--- src/rtl/aes_pkg.sv ---
`default_nettype none
// ============================================================================
// Module      : aes_pkg
// Description : Shared constants, state type and helper for the AES word
//               packer. Provides AES_BLOCK_W/AES_KEY_W, pack_state_t and
//               cnt_width(), the word-counter width for a given word count.
// Revision    : 1.0 - initial release
// ============================================================================
package aes_pkg;

  localparam int AES_BLOCK_W = 128;
  localparam int AES_KEY_W   = 128;

  typedef enum logic [0:0] {
    FILL = 1'b0,
    HOLD = 1'b1
  } pack_state_t;

  // Width of a counter that spans 0..num_words-1 (never less than 1 bit).
  function automatic int cnt_width(input int num_words);
    return (num_words <= 1) ? 1 : $clog2(num_words);
  endfunction

endpackage
`default_nettype wire

--- src/rtl/aes_word_shreg.sv ---
`default_nettype none
// ============================================================================
// Module      : aes_word_shreg
// Description : WORD_W-in, 128-out MSB-first shift register with word counter
//               and sticky full flag. Earlier words move toward the MSBs as
//               new words enter at the LSBs.
// Ports       : clk, rst_n (async active-low)
//               shift_en  - shift word_in in and advance the counter
//               clr       - restart the counter and drop the full flag
//               word_in   - incoming word
//               value_out - current register contents
//               cnt_out   - words shifted since the last wrap/clear
//               full_out  - set when the counter wraps, cleared by the next
//                           shift or by clr
// Revision    : 1.0 - initial release
// ============================================================================
module aes_word_shreg
  import aes_pkg::*;
#(
  parameter int WORD_W = 32
) (
  input  logic                                     clk,
  input  logic                                     rst_n,
  input  logic                                     shift_en,
  input  logic                                     clr,
  input  logic [WORD_W-1:0]                        word_in,
  output logic [AES_BLOCK_W-1:0]                   value_out,
  output logic [cnt_width(AES_BLOCK_W/WORD_W)-1:0] cnt_out,
  output logic                                     full_out
);

  localparam int NUM_WORDS = AES_BLOCK_W / WORD_W;
  localparam int CNT_W     = cnt_width(NUM_WORDS);
  localparam logic [CNT_W-1:0] LAST_CNT = CNT_W'(NUM_WORDS - 1);

  logic [AES_BLOCK_W-1:0] value_q, value_d;
  logic [CNT_W-1:0]       cnt_q, cnt_d;
  logic                   full_q, full_d;

  always_comb begin
    value_d = value_q;
    cnt_d   = cnt_q;
    full_d  = full_q;
    if (shift_en) begin
      value_d = {value_q[AES_BLOCK_W-WORD_W-1:0], word_in};
    end
    if (clr) begin
      cnt_d  = '0;
      full_d = 1'b0;
    end else if (shift_en) begin
      if (cnt_q == LAST_CNT) begin
        cnt_d  = '0;
        full_d = 1'b1;
      end else begin
        cnt_d  = cnt_q + CNT_W'(1);
        full_d = 1'b0;
      end
    end
  end

  always_ff @(posedge clk or negedge rst_n) begin
    if (!rst_n) begin
      value_q <= '0;
      cnt_q   <= '0;
      full_q  <= 1'b0;
    end else begin
      value_q <= value_d;
      cnt_q   <= cnt_d;
      full_q  <= full_d;
    end
  end

  assign value_out = value_q;
  assign cnt_out   = cnt_q;
  assign full_out  = full_q;

endmodule
`default_nettype wire

--- src/rtl/aes_word_packer.sv ---
`default_nettype none
// ============================================================================
// Module      : aes_word_packer
// Description : Packs a WORD_W-wide stream of key and plaintext words into
//               128-bit key/data blocks for the AES-128 core and presents each
//               block with a valid/ready handshake. The key is snapshotted
//               per block so a key reload never disturbs a pending block.
// Ports       : clk, rst_n (async active-low)
//               key_wr/key_word    - key word stream, MSB-first
//               key_loaded         - a full key has been written
//               s_valid/s_ready/s_word/s_last - plaintext word stream
//               m_valid/m_ready    - block handshake
//               m_data/m_key       - packed block and its key snapshot
// Options     : AES_PACK_PAD_EN - s_last closes a partial block, with the
//               remaining low-order words zero-filled. When undefined s_last
//               is ignored and only full blocks are emitted.
// Revision    : 1.0 - initial release
// ============================================================================
module aes_word_packer
  import aes_pkg::*;
#(
  parameter int WORD_W = 32
) (
  input  logic                   clk,
  input  logic                   rst_n,
  input  logic                   key_wr,
  input  logic [WORD_W-1:0]      key_word,
  output logic                   key_loaded,
  input  logic                   s_valid,
  output logic                   s_ready,
  input  logic [WORD_W-1:0]      s_word,
  input  logic                   s_last,
  output logic                   m_valid,
  input  logic                   m_ready,
  output logic [AES_BLOCK_W-1:0] m_data,
  output logic [AES_KEY_W-1:0]   m_key
);

  localparam int NUM_WORDS = AES_BLOCK_W / WORD_W;
  localparam int CNT_W     = cnt_width(NUM_WORDS);
  localparam logic [CNT_W-1:0] LAST_CNT = CNT_W'(NUM_WORDS - 1);

  pack_state_t            state_q, state_d;
  logic                   m_valid_q, m_valid_d;
  logic [AES_BLOCK_W-1:0] m_data_q, m_data_d;
  logic [AES_KEY_W-1:0]   m_key_q, m_key_d;

  logic [AES_KEY_W-1:0]   key_value;
  logic [CNT_W-1:0]       key_cnt_unused;
  logic                   key_full;
  logic [AES_BLOCK_W-1:0] data_value;
  logic [CNT_W-1:0]       data_cnt;
  logic                   data_full_unused;

  logic                   accept;
  logic                   pad_close;
  logic                   block_done;
  logic [AES_BLOCK_W-1:0] data_shift;
  logic [AES_BLOCK_W-1:0] block_value;

  // Key register: its sticky full flag is exactly key_loaded, since the
  // first write of a reload clears it in the same edge.
  aes_word_shreg #(.WORD_W(WORD_W)) u_key_shreg (
    .clk       (clk),
    .rst_n     (rst_n),
    .shift_en  (key_wr),
    .clr       (1'b0),
    .word_in   (key_word),
    .value_out (key_value),
    .cnt_out   (key_cnt_unused),
    .full_out  (key_full)
  );

  aes_word_shreg #(.WORD_W(WORD_W)) u_data_shreg (
    .clk       (clk),
    .rst_n     (rst_n),
    .shift_en  (accept),
    .clr       (pad_close),
    .word_in   (s_word),
    .value_out (data_value),
    .cnt_out   (data_cnt),
    .full_out  (data_full_unused)
  );

  assign key_loaded = key_full;
  assign s_ready    = (state_q == FILL) && key_full;
  assign accept     = s_valid && s_ready;

  // Register contents including the word being accepted this cycle; the
  // block is captured from this so m_data loads on the same edge.
  assign data_shift = {data_value[AES_BLOCK_W-WORD_W-1:0], s_word};

`ifdef AES_PACK_PAD_EN
  logic [7:0] pad_shamt;

  // The accepted words sit in the low (data_cnt+1)*WORD_W bits; lifting them
  // to the top leaves zeros in the unused low-order words. For a full block
  // the shift is zero.
  assign pad_close   = accept && s_last;
  assign pad_shamt   = 8'(WORD_W * (NUM_WORDS - 1 - int'(data_cnt)));
  assign block_value = data_shift << pad_shamt;
`else
  logic s_last_unused;

  assign s_last_unused = s_last;
  assign pad_close     = 1'b0;
  assign block_value   = data_shift;
`endif

  assign block_done = accept && ((data_cnt == LAST_CNT) || pad_close);

  always_comb begin
    state_d   = state_q;
    m_valid_d = m_valid_q;
    m_data_d  = m_data_q;
    m_key_d   = m_key_q;
    case (state_q)
      FILL: begin
        // m_key takes the key register as it stands before any key write
        // registered on this same edge.
        if (block_done) begin
          m_data_d  = block_value;
          m_key_d   = key_value;
          m_valid_d = 1'b1;
          state_d   = HOLD;
        end
      end
      HOLD: begin
        if (m_ready) begin
          m_valid_d = 1'b0;
          state_d   = FILL;
        end
      end
      default: begin
        state_d   = FILL;
        m_valid_d = 1'b0;
      end
    endcase
  end

  always_ff @(posedge clk or negedge rst_n) begin
    if (!rst_n) begin
      state_q   <= FILL;
      m_valid_q <= 1'b0;
      m_data_q  <= '0;
      m_key_q   <= '0;
    end else begin
      state_q   <= state_d;
      m_valid_q <= m_valid_d;
      m_data_q  <= m_data_d;
      m_key_q   <= m_key_d;
    end
  end

  assign m_valid = m_valid_q;
  assign m_data  = m_data_q;
  assign m_key   = m_key_q;

endmodule
`default_nettype wire

--- config.mk ---
export PLATFORM = sky130hd
export DESIGN_NAME = aes_word_packer
export DESIGN_NICKNAME = d
export VERILOG_FILES = /design/src/rtl/aes_pkg.sv /design/src/rtl/aes_word_shreg.sv /design/src/rtl/aes_word_packer.sv
export SDC_FILE = /design/constraint.sdc
export NUM_CORES = 1
export LEC_CHECK = 0
export CAP_MARGIN = 20
export CORE_MARGIN = 8
export CORE_UTILIZATION = 30
export DETAILED_ROUTE_END_ITERATION = 6
export DONT_BUFFER_PORTS = 1
export PLACE_DENSITY = 0.45
export SYNTH_ARGS = -nofsm -noshare
export SYNTH_HDL_FRONTEND = slang
export SYNTH_SLANG_ARGS = --single-unit
--- constraint.sdc ---
create_clock -name clk -period 3.25 [get_ports clk]
set_input_delay 0.65 -clock clk [delete_from_list [all_inputs] [get_ports clk]]
set_output_delay 0.65 -clock clk [all_outputs]
set_load 0.01 [all_outputs]
== Word level (Yosys, flattened, before mapping) ==
Cells that the tools add are included.

* Bits in registers: 487
* Input port bits: 70

* Add/sub/neg operators: 2
* Eq/ne operators: 4
* Muxes and demuxes: 9
* Bitwise operators: 1
* Reductions and logical operators: 5

{| class="wikitable"
|+ Operators with widths
! operator !! number
|-
| two-way mux 1 bit || 5
|-
| adder 2 x 1 -> 2 bit (second input constant) || 2
|-
| equality test 2 bit (second input constant) || 2
|-
| two-way mux 2 bit || 2
|-
| != test 2 bit (second input constant) || 2
|-
| one-hot mux 1 bit (2 select lines) || 2
|-
| AND reduction 2 bit || 2
|-
| logical AND 1 bit || 3
|-
| NOT 1 bit || 1
|}

== Depth between registers and ports, before layout ==
* Word-level depth: 6
* Mapped depth: 5
* Gate-level depth less buffers: 3

== Modules after synthesis ==
Synthesis repeated with hierarchy kept, for this count alone.

* Cells, all modules: 1114
* Area, all modules: 20276.9 um2

{| class="wikitable"
|+ Modules (own cells, without submodules)
! module !! times used !! cells an instance !! area each (um2)
|-
| aes_word_packer || 1 || 550 || 10442.5
|-
| aes_word_shreg || 2 || 282 || 4917.2
|}

== Worst setup path after synthesis ==
Ideal clock, no wire load.

* Path type: input to register
* Start point: input key_wr
* End point: register u_key_shreg.value_q[100], in the netlist u_key_shreg.value_out[100]
* Arrival time: 1528 ps
* Required time: 3125 ps
* Path slack: 1597 ps
* Stages: 4
* Path buffers: 3
* Path through: clkbuf_1 > buf_2 > buf_2 > mux2_2

{| class="wikitable"
|+ RTL lines
! item !! RTL line !! text
|-
| start, declared || aes_word_packer.sv:26 || <nowiki>input logic key_wr,</nowiki>
|-
| end signal, assigned || aes_word_shreg.sv:67 || <nowiki>value_q <= value_d;</nowiki>
|-
| end, declared || aes_word_shreg.sv:36 || <nowiki>logic [AES_BLOCK_W-1:0] value_q, value_d;</nowiki>
|}

No word-level cell between the ends.

== Final worst setup path ==
* Start point: register u_key_shreg.full_q, in the netlist u_key_shreg.full_out
* End point: output s_ready

* Longest elaborated chain between the ends: 1

{| class="wikitable"
|+ RTL lines
! item !! RTL line !! text
|-
| start, declared || aes_word_shreg.sv:38 || <nowiki>logic full_q, full_d;</nowiki>
|-
| start signal, assigned || aes_word_shreg.sv:69 || <nowiki>full_q <= full_d;</nowiki>
|-
| logical AND 1 bit || aes_word_packer.sv:86 || <nowiki>assign s_ready = (state_q == FILL) && key_full;</nowiki>
|-
| end, declared || aes_word_packer.sv:30 || <nowiki>output logic s_ready,</nowiki>
|}

Every way passes these cells.

==> results summary <==
Once layout is complete, the utilization of the core stands at 0.345. Clock-pin slew was measured on the worst setup and hold paths at about 0.060 ns. The global-route wire length before repair is ~60000 um. The final estimated routing congestion in global placement came out at roughly 0.66. The area used by sequential logic in the layout is between 0.01 and 0.015 mm^2. The logic depth of the worst setup path including buffers came out at 1. The cell family contributing the most delay on the critical path is flip-flops.

The register-to-register setup slack came out at around 1.4 ns. The worst reg2reg path depth is 4. The layout filler cell count came out at about 5800. The arrival time of data at the critical path endpoint is 1.64 ns. TritonCTS built the clock tree.

Measured against the total synthesized area, the mux share comes to 0.301. Static timing analysis puts the maximum clock frequency at 437 MHz. The via count of the first global-routing pass is approximately 9100.

The mean instance size in the synthesized netlist is 17.5 um^2. The sequential area share after synthesis is 0.670. The sum of buffers and inverters on the critical path is 0. The count of inserted antenna diode cells came out at 0.

The delay of the slowest cell on the worst path is about 0.58 ns. The overall global routing resource usage is 0.109. The worst setup slack before clock tree synthesis is 1.40 ns. The adder and majority gate portion of the synthesized area is 0.00138. The share of the synthesized area in the top cell type came out at 0.670.

The final clock period utilization by the worst path came out at 0.704. From bottom edge to top edge, the die measures between 200 and 300 um. The initial antenna violation count came out at 1. Of the cells placed in the final design, the portion with a size suffix greater than 1 is 0.536. The distinct cell type count after synthesis came out at 18. The launching point of the worst reg2reg path is u_data_shreg.cnt_out[0]$_DFFE_PN0P_. The initial cell density of the core is 0.302. The element type at the critical path end is an output port. After clock tree synthesis, the setup repair step added 0 buffers. The area fraction in compound gates after synthesis is 0.000825. The total nets after synthesis came out at about 1100.

The final reports fail on hold timing, slew limit. The largest driver fanout on the critical path is 5. The final total power came out at 20.0 mW. The root buffer cell is sky130_fd_sc_hd__clkbuf_16. The run finished, with violations left. On the critical path, the stage with the largest delay is an instance of sky130_fd_sc_hd__dfrtp_1. Once placement completed, the tool counted placed cells totaling 1771.

The number of buffers added by the clock tree synthesis step came out at 55. The synthesized-area fraction occupied by and/or/nand/nor cells came out at 0.00282. In this run the tool buffered the top-level ports with 0 buffer cells. Once detailed placement completed, the half-perimeter wirelength came to 23600 um. The final count of hold timing violations is around 240. The die span in x came out at between 200 and 300 um. The area of the multi-input gates is ~0.0056 mm^2. The launching element type of the critical path is a flip-flop. Excluding fillers, the count of instances in the completed layout stands at between 1500 and 2000.

STA puts the critical path data required time at roughly 2.6 ns. The most critical setup path has its endpoint at s_ready. The type of the worst setup path is reg2out. The number of nets with antenna violations after routing came out at 0. The final-report max-slew violation count is 208. The reg-to-reg critical path endpoint is m_key[11]$_DFFE_PN0P_. The final worst setup slack came out at between 0.9 and 1 ns. The count of TritonRoute iterations in the first routing pass is 3.

The clock tree buffer depth is 3. The worst hold path belongs to the class in2async. The post-synthesis instance total came out at between 1000 and 1500.

The overall die area is 0.0688 mm^2. Setup repair after global routing left no endpoint under its margin. In this run the static leakage power is between 9 and 10 nW. The largest family of logic cells by synthesized area is multiplexers.

The count of unresolved DRC violations after routing came out at 0. The largest net degree at the start of global routing came out at approximately 490. The number of top-level design ports came out at approximately 330.

In the final routed layout, each cell accounts on average for slightly above 20 um. The count of clock tree sinks came out at just under 500. In this run the number of H-tree levels came out at 2. The number of max-cap violations came out at 0. The power density over the cells is around 960 mW/mm^2. The worst hold slack after final layout came out at -0.239 ns.

The transition time at the pin with the least slew margin is between 1.5 and 2 ns. The violation count after the first detailed-routing iteration is ~350. The area overhead of the layout relative to synthesis came out at 14.2%. The vias after detailed routing came out at ~8500. The sum of overflow across all layers after global routing came out at 0. The number of placement rows came out at 90. Summed over all instances, the cell type with the most area after synthesis is sky130_fd_sc_hd__dfrtp_1.

The routed design has between 30000 and 40000 um of wire. Summed over all failing endpoints, the final setup total negative slack is 0 ns. Clock latency on the worst-skew pair, taken at its later pin, is ~0.58 ns.

The number of synthesis warnings is 0. The layout net count is about 1100. The netlist area before placement came out at roughly 0.018 mm^2.

The number of cells upsized or downsized after cts is 0. The time the final worst path needs with I/O delays and setup is ~2.3 ns. In the post-synthesis netlist, the biggest area contributors are sky130_fd_sc_hd__dfrtp_1 (67%), sky130_fd_sc_hd__mux2_2 (30%), sky130_fd_sc_hd__buf_6 (1.7%). After floorplanning, the core was sized to cover approximately 0.06 mm^2.

Traced cell by cell, the critical path runs through nor2b_1. Leaving out fill and tap cells, the most frequent cell in the layout is sky130_fd_sc_hd__dfrtp_1. The worst-case vdd ir drop came out at 0.000562 V. The mean number of vias per cell came out at between 4 and 5. The total of flip-flops plus latches after synthesis came out at between 400 and 500.

The largest clock skew in the final design is roughly 0.023 ns. Tracing the worst setup path back leads to its startpoint at u_key_shreg.full_out$_DFFE_PN0P_. The relative slew slack came out at -0.294.

Of the total synthesized cell area, the portion taken by XOR and XNOR cells is 0. In the layout the commonest cells are sky130_fd_sc_hd__dfrtp_1 (487), sky130_fd_sc_hd__mux2_2 (482), sky130_fd_sc_hd__clkbuf_16 (55). The setup-violating endpoint count in the final report came out at 0.
-- worst min-delay path by stage --
| stage | from | end | cells after the start |
|---|---|---|---|
| 4_1_cts | rst_n | u_key_shreg.value_out[107]$_DFFE_PN0P_ | 0 |
| 5_1_grt | rst_n | m_key[107]$_DFFE_PN0P_ | 0 |
| 3_3_place_gp | rst_n | m_key[43]$_DFFE_PN0P_ | 0 |
| 2_1_floorplan | rst_n | m_data[0]$_DFFE_PN0P_ | 0 |
| 3_5_place_dp | rst_n | m_key[43]$_DFFE_PN0P_ | 0 |
| 6_report | rst_n | u_key_shreg.value_out[42]$_DFFE_PN0P_ | 0 |
-- sequential cells by signal, indices dropped and copies added, names as in the netlist --
register	count
u_data_shreg.value_out	96
m_key	128
m_valid	1
m_data	128
u_key_shreg.cnt_out	2
u_key_shreg.full_out	1
u_data_shreg.cnt_out	2
u_key_shreg.value_out	128
state_q	1
-- per-stage QoR --
step / hold WS [ns] / area (um^2)
global route: -0.299 / 20800
CTS: -0.296 / 20800
floorplan: 0.354 / 18200
detailed placement: 0.371 / 18800
finish: -0.239 / 20800
global placement: 0.371 / 18800
-- layer usage --
layer  vias to the layer above  part of all wire  global-route usage
li1                       3729                 -                   -
met1                      4455              0.41               0.132
met2                       243              0.45               0.165
met3                        57              0.12              0.0640
met4                         0             0.019              0.0286
met5                         -                 0                   0
-- cells by family (layout without fill, tap and decap cells) --
group                    count (synthesis)  count (layout)
flip-flops                             487             487
multiplexers                           485             485
buffers and inverters                   55             110
AND/OR/NAND/NOR                          6               6
adder cells (fa/ha/maj)                  2               2
AO/OA/AOI/OAI                            2               2
-- power by group --
group / switching (mW) / internal, mW
combinational: 0.777 / 1.97
sequential: 2.47 / 8.34
clock: 2.51 / 3.97
total: 5.75 / 14.3
-- layout make-up --
class | instances | area share
flip-flops and latches | 487 | 0.587
multi-input cells | 495 | 0.268
clock buffers | 78 | 0.0767
well taps | 782 | 0.0471
clock inverters | 25 | 0.0162
repair buffers | 6 | 0.00518
inverters | 1 | 0.000181
-- cell usage after synthesis --
library cell and count:
sky130_fd_sc_hd__clkbuf_1 1, sky130_fd_sc_hd__nand3b_1 1, sky130_fd_sc_hd__buf_2 25, sky130_fd_sc_hd__nor2b_1 1, sky130_fd_sc_hd__dfrtp_1 487, sky130_fd_sc_hd__mux2i_1 1
sky130_fd_sc_hd__buf_6 27, sky130_fd_sc_hd__nor2_1 1, sky130_fd_sc_hd__o21ai_0 1, sky130_fd_sc_hd__mux2_2 482, sky130_fd_sc_hd__nand4b_4 1, sky130_fd_sc_hd__nand2_1 1
sky130_fd_sc_hd__buf_4 1, sky130_fd_sc_hd__mux2_4 2, sky130_fd_sc_hd__inv_1 1, sky130_fd_sc_hd__nand2b_1 1, sky130_fd_sc_hd__ha_1 2, sky130_fd_sc_hd__a21bo_2 1
Note: power is estimated with default switching activity, not from simulation.
